## config.mk

```make
export PLATFORM = sky130hd
export DESIGN_NAME = axil_cfg_master
export DESIGN_NICKNAME = d
export VERILOG_FILES = /design/src/rtl/axil_cfg_master.sv
export SDC_FILE = /design/constraint.sdc
export NUM_CORES = 1
export LEC_CHECK = 0
export CAP_MARGIN = 20
export CORE_MARGIN = 3
export CORE_UTILIZATION = 28
export DETAILED_ROUTE_END_ITERATION = 8
export PLACE_DENSITY = 0.6
export RECOVER_POWER = 50
export SETUP_SLACK_MARGIN = 0.15
export SLEW_MARGIN = 20
export SYNTH_ARGS = -nofsm -noshare
export SYNTH_HDL_FRONTEND = slang
export SYNTH_SLANG_ARGS = --single-unit
export TNS_END_PERCENT = 1
```

## constraint.sdc

```tcl
create_clock -name ALCLK -period 3.3 [get_ports ALCLK]
set_input_delay 0.825 -clock ALCLK [delete_from_list [all_inputs] [get_ports ALCLK]]
set_output_delay 0.825 -clock ALCLK [all_outputs]
set_load 0.01 [all_outputs]
```

## src/rtl/axil_cfg_master.sv

```systemverilog
// AXI-Lite configuration initiator: one single-beat write or read per command,
// with a per-phase handshake timeout and a registered response channel.
module axil_cfg_master #(
  parameter int pADDR_WIDTH = 12,
  parameter int pDATA_WIDTH = 32,
  parameter int pTIMEOUT    = 255
) (
  input  logic                   ALCLK,
  input  logic                   ARESET,
  input  logic                   cmd_valid,
  output logic                   cmd_ready,
  input  logic                   cmd_write,
  input  logic [pADDR_WIDTH-1:0] cmd_addr,
  input  logic [pDATA_WIDTH-1:0] cmd_wdata,
  input  logic [3:0]             cmd_wstrb,
  output logic                   rsp_valid,
  input  logic                   rsp_ready,
  output logic [pDATA_WIDTH-1:0] rsp_rdata,
  output logic                   rsp_err,
  output logic                   awvalid,
  input  logic                   awready,
  output logic [pADDR_WIDTH-1:0] awaddr,
  output logic                   wvalid,
  input  logic                   wready,
  output logic [pDATA_WIDTH-1:0] wdata,
  output logic [3:0]             wstrb,
  output logic                   arvalid,
  input  logic                   arready,
  output logic [pADDR_WIDTH-1:0] araddr,
  input  logic                   rvalid,
  output logic                   rready,
  input  logic [pDATA_WIDTH-1:0] rdata
);

  localparam int TW = $clog2(pTIMEOUT + 1);
  localparam logic [TW-1:0] TIMER_LAST = TW'(pTIMEOUT - 1);

  typedef enum logic [2:0] {IDLE, WR, RD_A, RD_D, RSP} state_t;

  state_t                  state_q, state_d;
  logic [TW-1:0]           timer_q, timer_d;
  logic [pADDR_WIDTH-1:0]  addr_q;
  logic                    accept;
  logic                    aw_done, w_done, timed_out;
  logic                    cmd_ready_d, awvalid_d, wvalid_d, arvalid_d, rready_d;
  logic                    rsp_valid_d, rsp_err_d;
  logic [pDATA_WIDTH-1:0]  rsp_rdata_d;

  assign accept = (state_q == IDLE) && cmd_valid && cmd_ready;
  assign awaddr = addr_q;
  assign araddr = addr_q;

  always_ff @(posedge ALCLK) begin
    if (ARESET) begin
      state_q   <= IDLE;
      timer_q   <= '0;
      addr_q    <= '0;
      wdata     <= '0;
      wstrb     <= '0;
      cmd_ready <= 1'b1;
      awvalid   <= 1'b0;
      wvalid    <= 1'b0;
      arvalid   <= 1'b0;
      rready    <= 1'b0;
      rsp_valid <= 1'b0;
      rsp_rdata <= '0;
      rsp_err   <= 1'b0;
    end else begin
      state_q   <= state_d;
      timer_q   <= timer_d;
      cmd_ready <= cmd_ready_d;
      awvalid   <= awvalid_d;
      wvalid    <= wvalid_d;
      arvalid   <= arvalid_d;
      rready    <= rready_d;
      rsp_valid <= rsp_valid_d;
      rsp_rdata <= rsp_rdata_d;
      rsp_err   <= rsp_err_d;
      if (accept) begin
        addr_q <= cmd_addr;
        wdata  <= cmd_wdata;
        wstrb  <= cmd_wstrb;
      end
    end
  end

  // A channel counts as done once its valid has dropped or it handshakes this edge.
  always_comb begin
    state_d     = state_q;
    timer_d     = timer_q;
    cmd_ready_d = cmd_ready;
    awvalid_d   = awvalid;
    wvalid_d    = wvalid;
    arvalid_d   = arvalid;
    rready_d    = rready;
    rsp_valid_d = rsp_valid;
    rsp_rdata_d = rsp_rdata;
    rsp_err_d   = rsp_err;
    aw_done     = !awvalid || awready;
    w_done      = !wvalid || wready;
    timed_out   = (timer_q == TIMER_LAST);

    case (state_q)
      IDLE: begin
        if (accept) begin
          cmd_ready_d = 1'b0;
          timer_d     = '0;
          if (cmd_write) begin
            state_d   = WR;
            awvalid_d = 1'b1;
            wvalid_d  = 1'b1;
          end else begin
            state_d   = RD_A;
            arvalid_d = 1'b1;
          end
        end
      end
      WR: begin
        timer_d = timer_q + TW'(1);
        if (awvalid && awready) awvalid_d = 1'b0;
        if (wvalid && wready)   wvalid_d  = 1'b0;
        if (aw_done && w_done) begin
          state_d     = RSP;
          rsp_err_d   = 1'b0;
          rsp_rdata_d = '0;
        end else if (timed_out) begin
          state_d     = RSP;
          awvalid_d   = 1'b0;
          wvalid_d    = 1'b0;
          rsp_err_d   = 1'b1;
          rsp_rdata_d = '0;
        end
      end
      RD_A: begin
        timer_d = timer_q + TW'(1);
        if (arready) begin
          state_d   = RD_D;
          arvalid_d = 1'b0;
          rready_d  = 1'b1;
          timer_d   = '0;
        end else if (timed_out) begin
          state_d     = RSP;
          arvalid_d   = 1'b0;
          rsp_err_d   = 1'b1;
          rsp_rdata_d = '0;
        end
      end
      RD_D: begin
        timer_d = timer_q + TW'(1);
        if (rvalid) begin
          state_d     = RSP;
          rready_d    = 1'b0;
          rsp_rdata_d = rdata;
          rsp_err_d   = 1'b0;
        end else if (timed_out) begin
          state_d     = RSP;
          rready_d    = 1'b0;
          rsp_err_d   = 1'b1;
          rsp_rdata_d = '0;
        end
      end
      RSP: begin
        // rsp_valid rises one cycle after entry; the next command is only taken after the handshake
        if (rsp_valid && rsp_ready) begin
          state_d     = IDLE;
          rsp_valid_d = 1'b0;
          cmd_ready_d = 1'b1;
        end else begin
          rsp_valid_d = 1'b1;
        end
      end
      default: begin
        state_d     = IDLE;
        cmd_ready_d = 1'b1;
        awvalid_d   = 1'b0;
        wvalid_d    = 1'b0;
        arvalid_d   = 1'b0;
        rready_d    = 1'b0;
        rsp_valid_d = 1'b0;
      end
    endcase
  end

endmodule

```

# Yosys cells after proc, flatten, opt, wreduce, memory -nomap -nowiden
# Index checks and enable logic that the tools add are counted.
totals:
  wordCells: 101
  regBits: 98
  output_inout_bits: 99
  in_bits: 89
op_classes:
  n_reduce_logical: 26
  addsub: 1
  n_eq_ne: 13
  n_bitwise: 4
  mux: 44
ops:
  columns: ["cell", "n"]
  rows:
  - ["$mux W32", 4]
  - ["$pmux W32 S3", 1]
  - ["$pmux W8 S3", 1]
  - ["$mux W1", 21]
  - ["$mux W3", 6]
  - ["$pmux W1 S3", 6]
  - ["$mux W8", 2]
  - ["$pmux W3 S5", 1]
  - ["$ne A2 B2 Y1 const B", 6]
  - ["$reduce_or A3 Y1", 4]
  - ["$reduce_and A3 Y1", 3]
  - ["$add A8 B1 Y8 const B", 1]
  - ["$eq A8 B8 Y1 const B", 1]
  - ["$eq A3 B2 Y1 const B", 2]
  - ["$logic_and A1 B1 Y1", 6]
  - ["$ne A3 B3 Y1 const B", 2]
  - ["$reduce_and A2 Y1", 3]
  - ["$reduce_bool A3 Y1", 2]
  - ["$not A1 Y1", 4]
  - ["$reduce_and A4 Y1", 1]
  - ["$reduce_or A4 Y1", 1]
  - ["$eq A3 B1 Y1 const B", 1]
  - ["$eq A3 B3 Y1 const B", 1]
  - ["$logic_not A3 Y1", 1]
  - ["5 further kinds", 7]

# Depth between registers and ports, before layout
# Gate-level depths: netlist of the first run.
depth:
  ltp_word: 5
  mapped_depth: 8
  ltp_nobuf: 6

# Least setup slack after synthesis of the first run
# Ideal clock, no wire load.
synth_path:
  path_kind: "input port to flip-flop"
  startpoint: "input port cmd_valid"
  endpoint: "register addr_q[11] (netlist: araddr[11])"
  setup_ns: 0.132
  n_path_buf: 2
  cell_stages: 6
  slack_ns: 1.359
  arrival_time_ns: 1.809
  required_time_ns: 3.168
  path_cell_list: "nand2_1 -> or4_1 -> buf_2 -> buf_2 -> nand2_1 -> a21oi_1"
synth_between:
  elab_chain_len: 2
synth_rtl:
  columns: ["item", "line_no", "source"]
  rows:
  - ["from (decl)", "10", "input logic cmd_valid,"]
  - ["$logic_and A1 B1 Y1 (2 in a row)", "49", "assign accept = (state_q == IDLE) && cmd_valid && cmd_ready;"]
  - ["to (signal assigned)", "80", "addr_q <= cmd_addr;"]
  - ["to (decl)", "42", "logic [pADDR_WIDTH-1:0] addr_q;"]
# No other way between the ends.
# A chain may end at the register's enable or synchronous reset.

# Worst setup path after layout of the first run
layout_path:
  startpoint: "input port cmd_valid"
  endpoint: "register timer_q[1]"
layout_between:
  elab_chain_len: 4
layout_rtl:
  columns: ["item", "line_no", "source"]
  rows:
  - ["$logic_and A1 B1 Y1 (2 in a row)", "49", null]
  - ["$ne A2 B2 Y1 (no source line)", null, null]
  - ["$reduce_and A2 Y1 (no source line)", null, null]
  - ["to (signal assigned)", "70", "timer_q <= timer_d;"]
  - ["to (decl)", "41", "logic [TW-1:0] timer_q, timer_d;"]
# No other way between the ends.

==> reports/metrics.yaml, run 1 <==
critPathMaxStageDelay_ns: 0.78
syn_to_final_growth_pct: 55.6
tns_ns: 0
wire_per_inst_um: 14.8
first_iter_violations: 161
worstHoldStart: "wdata[13]"
power_density_mw_per_mm2: 604
ctsHoldBuffers: 0
synthFlopType: "dfxtp_1"
ys_ff_latch: 98
cpMostUsedCell: "a211oi_1"
coreArea_mm2: 0.0136
startpoint_type: "primary input"
ys_seq_area_share_pct: 49.2
yosys.area.top_type_share_pct: 49.2
ff2ff_setup_slack_ns: 1.16
holdPathEnd: "wdata[13]"
r2r_start: "timer_q[0]"
drv_slew: 0
wl_um: 12200
crit_family: "compound AO/OA/AOI/OAI gates"
numPortBuffers: 187
overflow: 0
cts_tree: "built"
die_w_um: 125
cp.depth: 4
rr_worst_depth: 6
drt-pass1-iter-count: 4
whs_ns: 0.455
setup_viol: 0
post_cts_resized: 0
min_period_over_period_pct: 73.6
vias: 3979
crit_fanout: 8
post-route-util_pct: 45.7
fill_cells: 1324
grt_use_total_pct: 15.1
clk_latency_ns: 0.34
die_area_mm2: 0.0157
synthesis.nets: 576
cpMaxStageDelayCell: "a211oi_1"
finClkSkew_ns: 0.00390
grt_pass1_wl_um: 19600
grt_max_degree: 65
clock_path_buffers: 2
fin_crit_ns: 2.43
drv_cap: 0
r2r-end: "rsp_rdata[27]"
cts_setup_buffers: 0
worstHoldPathType: "register to register"
slew_headroom_pct: 20.4
io_pins: 188
fin_cells: 821
synth_area_per_cell_um2: 8.22
max_freq_mhz: 412
p_total_w: 0.00375
clkTransAtPathRegs_ns: 0.07
worst-path-buf-inv: 1
synth_largest_area_cell: "dfxtp_1"
tightest_slew_ns: 1.19
rsz0062_at_grt: "false"
synthMostInstantiatedCell: "a21oi_1"
start_util_pct: 29.4
synth_area_mm2: 0.00399
crit_type: "primary input to register"
synth_area_leaders: "dfxtp_1, a21oi_1, nand2_1"
arrival_ns: 2.68
htreeDepth: 3
power_leakage_nw: 2.39
synth_edf_count: 0
die_y_um: 125
drcViolationCount: 0
status: "completed"
synth.distinct_cells: 42
irDropWorstVdd_mv: 0.230
end_kind: "register"
cts-root-buf: "clkbuf_16"
yosys_warnings: 0
antennaDiodeCount: 0
synth_common_cells: "a21oi_1, nand2_1, dfxtp_1"
via_per_inst: 4.85
cts_made_buffers: 9
dpl.hpwl_um: 8470
drtAntennaViolNets: 0
cts.sinks: 98
hold-path-cell-count: 2
async_reset_ff_share_pct: 0
row_count: 42
grt_pass1_vias: 3867
synth_cells: 485
drive_above_1_share_pct: 4.19
gp_congestion: 0.770
antenna_found_initial: 0
placed_cells: 805
layout.nets: 731
crit_chain: "dlygate4sd3_1, a211oi_1, nor2_1, a211oi_1"
required_ns: 3.55
finalHoldViolCount: 0
[tightest hold or removal path, cell delays in order (launching register included)]
cell and delay (ns):
dfxtp_1 0.31, nand2_1 0.05, a21oi_1 0.05
[stage by stage]
stage	setup WS, ns	instance area, um2
after detailed placement	0.585	5880
after floorplan	1.36	3990
after global routing	0.691	6200
final	0.872	6200
after global placement	0.619	5880
after CTS	0.944	6230
[registers in the layout (all words and copies together) (netlist names)]
| name | cells |
|---|---|
| wvalid | 1 |
| wstrb | 4 |
| rsp_err | 1 |
| cmd_ready | 1 |
| state_q | 3 |
| wdata | 32 |
| araddr | 12 |
| timer_q | 8 |
| rready | 1 |
| arvalid | 1 |
| rsp_valid | 1 |
| awvalid | 1 |
| rsp_rdata | 32 |
[per-layer routing]
metal  global-route usage [%]  up-vias  wire length [um]
li1                         -     1975                 -
met1                     19.6     1824              5500
met2                     23.6      167              5350
met3                     5.07       13              1110
met4                     5.36        0               202
met5                        0        -                 0
[worst max path at each step]
stage	startpoint	endpoint	slack, ns
after detailed placement	rvalid	rsp_rdata[10]	0.59
after global placement	rvalid	rsp_rdata[5]	0.62
after global routing	cmd_valid	timer_q[1]	0.69
after floorplan	cmd_valid	araddr[11]	1.36
final	cmd_valid	timer_q[1]	0.87
after CTS	rvalid	rsp_rdata[26]	0.94
[where the power goes]
part | total [W] | switching (W) | internal, W
combinational | 0.00110 | 0.000608 | 0.000493
clock | 0.00123 | 0.000476 | 0.000749
sequential | 0.00142 | 0.0000990 | 0.00132
total | 0.00375 | 0.00118 | 0.00256
[layout make-up]
| cell class | instances | area [um2] | share of cell area [%] |
|---|---|---|---|
| clock buffers | 9 | 225 | 3.63 |
| clock inverters | 7 | 124 | 2.00 |
| inverters | 5 | 18.8 | 0.303 |
| multi-input cells | 332 | 1740 | 28.0 |
| flip-flops and latches | 98 | 1960 | 31.6 |
| well taps | 176 | 220 | 3.55 |
| repair buffers | 194 | 1920 | 30.9 |
[cell usage in the layout (no fill, tap or decap), types with 2 or more instances in the layout]
cell / Yosys / layout
a211oi_1: 35 / 36
a21oi_1: 118 / 118
a31oi_1: 2 / 2
buf_4: 12 / 6
bufinv_16: 0 / 3
clkbuf_16: 0 / 9
clkdlybuf4s50_1: 0 / 102
dfxtp_1: 98 / 98
dlygate4sd3_1: 0 / 84
ha_1: 2 / 2
inv_1: 5 / 5
inv_6: 0 / 3
nand2_1: 102 / 102
nand2b_1: 7 / 7
nand3_1: 5 / 5
nand3b_1: 2 / 2
nor2_1: 18 / 18
nor2b_1: 2 / 2
nor3_1: 3 / 3
nor3b_1: 2 / 2
nor4_1: 2 / 3
o21ai_0: 2 / 3
or4_1: 2 / 2
xnor2_1: 7 / 7
[kinds of logic (layout without fill, tap and decap cells)]
group	count (synthesis)	count (layout)	share of synthesized area, %
multiplexers	1	1	0.251
XOR/XNOR	7	7	1.54
AO/OA/AOI/OAI	171	171	25.0
adder cells (fa/ha/maj)	2	2	0.628
AND/OR/NAND/NOR	151	151	16.4
flip-flops	98	98	49.2
buffers and inverters	55	215	6.94
(Power assumes the default switching activity.)
==> run 2, diff against run 1 <==
Clock period 3.3 ns to 2.4 ns, I/O delays scaled along.
==> run 2 against run 1 <==
- global-route usage shrank 0.21 points
- worst hold slack worse by 0.0059 ns
- total power increased by 33%
- via count increased by 0.55%
- sequential share of layout area down 0.11 points
- critical path depth up 2
- utilization is 0.16 points higher
- sequential power grew 39%
- clock skew is 0.0052 ns higher
- routed wire length decreased by 2.7%
- cell count up 0.12%
- largest cell class is now non-clock buffers
==> reports/metrics.yaml, run 2 (synthesis gave the netlist of run 1 again) <==
ff2ff_setup_slack_ns: 0.51  # -0.65 ns
drive_above_1_share_pct: 4.02  # -0.16 points
crit_chain: "dlygate4sd3_1, nand2_1, nor4_1, buf_12, nand2_1, a21oi_1"
die_y_um: 125  # unchanged
via_per_inst: 4.87  # +0.43%
required_ns: 2.67  # -0.88 ns
cpMostUsedCell: "nand2_1"
startpoint_type: "primary input"
cts_made_buffers: 9  # unchanged
holdPathEnd: "wstrb[0]"
row_count: 42  # unchanged
die_area_mm2: 0.0157  # unchanged
drtAntennaViolNets: 0  # unchanged
cts.sinks: 98  # unchanged
crit_type: "primary input to register"
grt_pass1_vias: 3862  # -0.13%
grt_use_total_pct: 14.9  # -0.21 points
htreeDepth: 3  # unchanged
final_cell_mix: "a21oi_1, clkdlybuf4s50_1, nand2_1"
finClkSkew_ns: 0.00913  # +0.00523 ns
grt_pass1_wl_um: 19300  # -1.8%
min_period_over_period_pct: 86.1
place_ws_ns: 0.120  # -0.465 ns
arrival_ns: 2.34  # -0.34 ns
cts_tree: "built"
end_kind: "register"
rr_worst_depth: 5  # -1
antenna_found_initial: 0  # unchanged
fin_crit_ns: 2.07
die_w_um: 125  # unchanged
clock_path_buffers: 2  # unchanged
gp_congestion: 0.777  # +0.87%
power_density_mw_per_mm2: 800  # +32%
power_leakage_nw: 2.39  # about the same
finalHoldViolCount: 0  # unchanged
worstHoldStart: "wstrb[0]"
crit_fanout: 48  # +40
max_freq_mhz: 484
syn_to_final_growth_pct: 56.2
clk_latency_ns: 0.34  # about the same
first_iter_violations: 192  # +19%
status: "completed"
grt_max_degree: 65  # unchanged
slew_headroom_pct: 34.7  # +14 points
drt-pass1-iter-count: 4  # unchanged
rsz0062_at_grt: "false"
post_cts_resized: 0  # unchanged
hold-path-cell-count: 2  # unchanged
post-route-util_pct: 45.9  # +0.16 points
critPathMaxStageDelay_ns: 0.58  # -0.20 ns
p_total_w: 0.00498  # +33%
irDropWorstVdd_mv: 0.329  # +43%
drv_cap: 0  # unchanged
mostFrequentLayoutCell: "a21oi_1"
antennaDiodeCount: 0  # unchanged
cts-root-buf: "clkbuf_16"
wl_um: 11800  # -2.7%
setup_viol: 0  # unchanged
r2r_start: "state_q[2]"
layout.nets: 732  # +0.14%
numPortBuffers: 187  # unchanged
cts_setup_buffers: 0  # unchanged
coreArea_mm2: 0.0136  # unchanged
drcViolationCount: 0  # unchanged
clkTransAtPathRegs_ns: 0.06  # about the same
worstHoldPathType: "register to register"
r2r-end: "rsp_rdata[20]"
dpl.hpwl_um: 8250  # -2.6%
multi_input_area_mm2: 0.00173  # -0.22%
wire_per_inst_um: 14.4  # -2.8%
tightest_slew_ns: 0.980  # -0.214 ns
drv_slew: 0  # unchanged
tns_ns: 0  # unchanged
fill_cells: 1314  # -0.76%
cpMaxStageDelayCell: "dlygate4sd3_1"
setup_ws_ns: 0.333  # -0.539 ns
area.sequential_mm2: 0.00196  # unchanged
overflow: 0  # unchanged
ctsHoldBuffers: 0  # unchanged
start_util_pct: 29.4  # unchanged
io_pins: 188  # unchanged
vias: 4001  # +0.55%
-- run 2: cell types whose count changed in the layout (fill, tap and decap cells not counted), moves of 2 or more --
cell             before  now
buf_4                 6    0
clkinv_4              0    2
bufinv_16             3    1
clkdlybuf4s50_1     102  104
inv_6                 3    0
dlygate4sd3_1        84   82
clkinv_2              0    3
buf_12                0    6
-- run 2: critical path: cells and delay by family --
kind                   cells  cell delay [ns]
AND/OR/NAND/NOR            3             0.69
AO/OA/AOI/OAI              1             0.13
buffers and inverters      2             0.88
-- run 2: worst max-delay path by stage --
stage	endpoint	startpoint	cells past startpoint	slack [ns]
floorplan	araddr[11]	cmd_valid	6	0.68
global placement	araddr[0]	cmd_valid	6	0.12
detailed placement	araddr[1]	cmd_valid	6	0.12
CTS	cmd_ready	cmd_ready	1	0.48
global route	wdata[18]	cmd_valid	6	0.21
finish	wdata[6]	cmd_valid	6	0.33
-- run 2: final cells by class --
| class | instances | share of cell area, % |
|---|---|---|
| Timing Repair Buffer | 195 | 32.0 |
| Sequential cell | 98 | 31.5 |
| Multi-Input combinational cell | 332 | 27.8 |
| Clock buffer | 9 | 3.62 |
| Tap cell | 176 | 3.54 |
| Clock inverter | 7 | 1.13 |
| Inverter | 5 | 0.302 |
-- run 2: metrics by stage --
stage,hold WS (ns),area (um2),std cells
floorplan,0.481,3990,485
global placement,0.442,5960,806
detailed placement,0.446,5960,806
CTS,0.456,6250,822
global route,0.474,6220,822
finish,0.449,6220,822
-- run 2: routing by layer --
layer,part of all wire (%),up-vias,global-route usage [%]
met3,8.8,14,4.99
met4,1.5,0,5.23
met1,45,1841,19.1
li1,-,1989,-
met2,44,157,23.6
met5,0,-,0
-- run 2: power breakdown --
group          internal (W)  switching [W]  leakage [nW]
combinational      0.000745       0.000835          1.45
sequential          0.00182       0.000148         0.797
clock              0.000806       0.000626         0.145
==> run 3, diff against run 2 <==
Settings changed: PLACE_DENSITY 0.6 to 0.63.
Clock period 2.4 ns to 1.83 ns, I/O delays scaled along.
==> run 3 against run 2 <==
- first-iteration DRC count up 27%
- highest routed layer unchanged
- via count is 0.35% higher
- count of clock-buffer cells in the layout is 2 higher
- total power rose by 34%
- cell count increased by 1.8%
- sequential power is 30% higher
- utilization is 0.94 points higher
- design area grew 2.1%
- worst hold slack better by 0.0014 ns
==> reports/metrics.yaml, run 3 (synthesis gave the netlist of run 1 again) <==
dpl.hpwl_um: 8380  # +1.6%
grt_pass1_vias: 3946  # +2.2%
critPathMaxStageDelay_ns: 0.61  # +0.03 ns
clock_path_buffers: 2  # unchanged
gp_congestion: 0.796  # +2.4%
p_int_w: 0.00456  # +35%
p_sw_share_pct: 31.8  # -0.53 points
power_leakage_nw: 2.31  # -3.4%
grt_max_degree: 65  # unchanged
cts-root-buf: "clkbuf_16"
tns_ns: 0  # unchanged
tightest_slew_ns: 0.370  # -0.610 ns
clkTransAtPathRegs_ns: 0.07  # about the same
crit_type: "register to output pin"
drv_cap: 0  # unchanged
slew_headroom_pct: 75.0  # +40 points
irDropWorstVdd_mv: 0.501  # +52%
cpMaxStageDelayCell: "dlygate4sd3_1"
start_util_pct: 29.4  # unchanged
max_freq_mhz: 572
fin_crit_ns: 1.75
first_iter_violations: 244  # +27%
die_area_mm2: 0.0157  # unchanged
numPortBuffers: 187  # unchanged
seqPwrFrac_pct: 38.4  # -1.1 points
end_kind: "output pin"
comb_power_share_pct: 32.9  # +1.2 points
mostFrequentLayoutCell: "clkdlybuf4s50_1"
cts_tree: "built"
fill_cells: 1303  # -0.84%
final_cell_mix: "clkdlybuf4s50_1, a21oi_1, nand2_1"
status: "completed"
vias: 4015  # +0.35%
required_ns: 1.37  # -1.30 ns
ff2ff_setup_slack_ns: 0.19  # -0.32 ns
wl_um: 11800  # -0.25%
cts_made_buffers: 9  # unchanged
grt_busiest_layer: "met2"
die_y_um: 125  # unchanged
wire_per_inst_um: 14.1  # -2.0%
via_per_inst: 4.80  # -1.4%
min_period_over_period_pct: 95.6
crit_chain: "dlygate4sd3_1"
grt_use_met2_pct: 23.7  # +0.063 points
finClkSkew_ns: 0.00599  # -0.00314 ns
placed_cells: 821  # +1.9%
layout.nets: 747  # +2.0%
worstHoldPathType: "register to register"
p_switching_w: 0.00213  # +32%
post-route-util_pct: 46.8  # +0.94 points
ctsHoldBuffers: 0  # unchanged
rsz0062_at_grt: "true"
grt_use_total_pct: 14.9  # +0.021 points
coreArea_mm2: 0.0136  # unchanged
worst-path-buf-inv: 1  # -1
crit_fanout: 2  # -96%
drive_above_1_share_pct: 6.51  # +2.5 points
setup_viol: 0  # unchanged
antennaDiodeCount: 0  # unchanged
finalHoldViolCount: 0  # unchanged
startpoint_type: "register"
clockPowerShare_pct: 28.7  # about the same
crit_family: "buffers and inverters"
syn_to_final_growth_pct: 59.4
antenna_found_initial: 0  # unchanged
io_pins: 188  # unchanged
drtAntennaViolNets: 0  # unchanged
power_density_mw_per_mm2: 1050  # +32%
drcViolationCount: 0  # unchanged
grt_pass1_wl_um: 19400  # +0.75%
drt-pass1-iter-count: 4  # unchanged
gr-usage-met3_pct: 7.38  # +2.4 points
clk_latency_ns: 0.34  # about the same
fin_cells: 837  # +1.8%
drv_slew: 0  # unchanged
htreeDepth: 3  # unchanged
overflow: 0  # unchanged
cts.sinks: 98  # unchanged
arrival_ns: 1.29  # -1.05 ns
grt_use_met1_pct: 18.3  # -0.72 points
row_count: 42  # unchanged
die_w_um: 125  # unchanged
cts_setup_buffers: 0  # unchanged
==> run 3: worst paths after layout <==
path / startpoint / end / depth (start not counted)
max: rsp_rdata[27] / rsp_rdata[27] / 1
min: wdata[21] / wdata[21] / 2
min reg2reg: wdata[21] / wdata[21] / 2
max reg2reg: timer_q[0] / state_q[0] / 7
==> run 3: per-layer routing <==
layer  vias to the layer above  routed length [um]
li1                       2013                   -
met1                      1829                5140
met2                       160                5340
met3                        13                1200
met4                         0                 128
met5                         -                   0
==> run 3: tightest hold or removal path, cell delays in order, from the launching register on <==
cell	delay (ns)
dfxtp_1	0.31
nand2_1	0.05
a21oi_1	0.05
==> run 3: layout make-up <==
type / instances / area [um2] / area share (%)
tap: 176 / 220 / 3.47
timing repair buffer: 210 / 2090 / 32.9
clock buffer: 11 / 243 / 3.82
multi-input combinational: 332 / 1750 / 27.6
clock inverter: 5 / 63.8 / 1.00
sequential: 98 / 1960 / 30.9
inverter: 5 / 18.8 / 0.296
==> run 3: what timing repair did <==
| action | CTS | global route |
|---|---|---|
| gates cloned | 0 | 0 |
| gates resized for setup | 1 | 2 |
| setup endpoints to repair | 100 | 180 |
==> run 3: through the flow <==
step           cell area [um2]  hold WS [ns]  power [W]  setup slack, ns
2_1_floorplan             3990         0.481    0.00379            0.257
3_3_place_gp              6070         0.441    0.00487           -0.150
3_5_place_dp              6070         0.448    0.00491           -0.211
4_1_cts                   6380         0.449    0.00686           0.0601
5_1_grt                   6350         0.478    0.00713           0.0189
6_report                  6350         0.451    0.00669           0.0811
==> run 3: power by group through the flow <==
stage,Sequential [W],Combinational [W],Clock [W]
after floorplan,0.00268,0.00111,0
after global placement,0.00261,0.00226,0
after detailed placement,0.00263,0.00229,0
after CTS,0.00258,0.00229,0.00199
after global routing,0.00261,0.00243,0.00208
final,0.00257,0.00220,0.00192
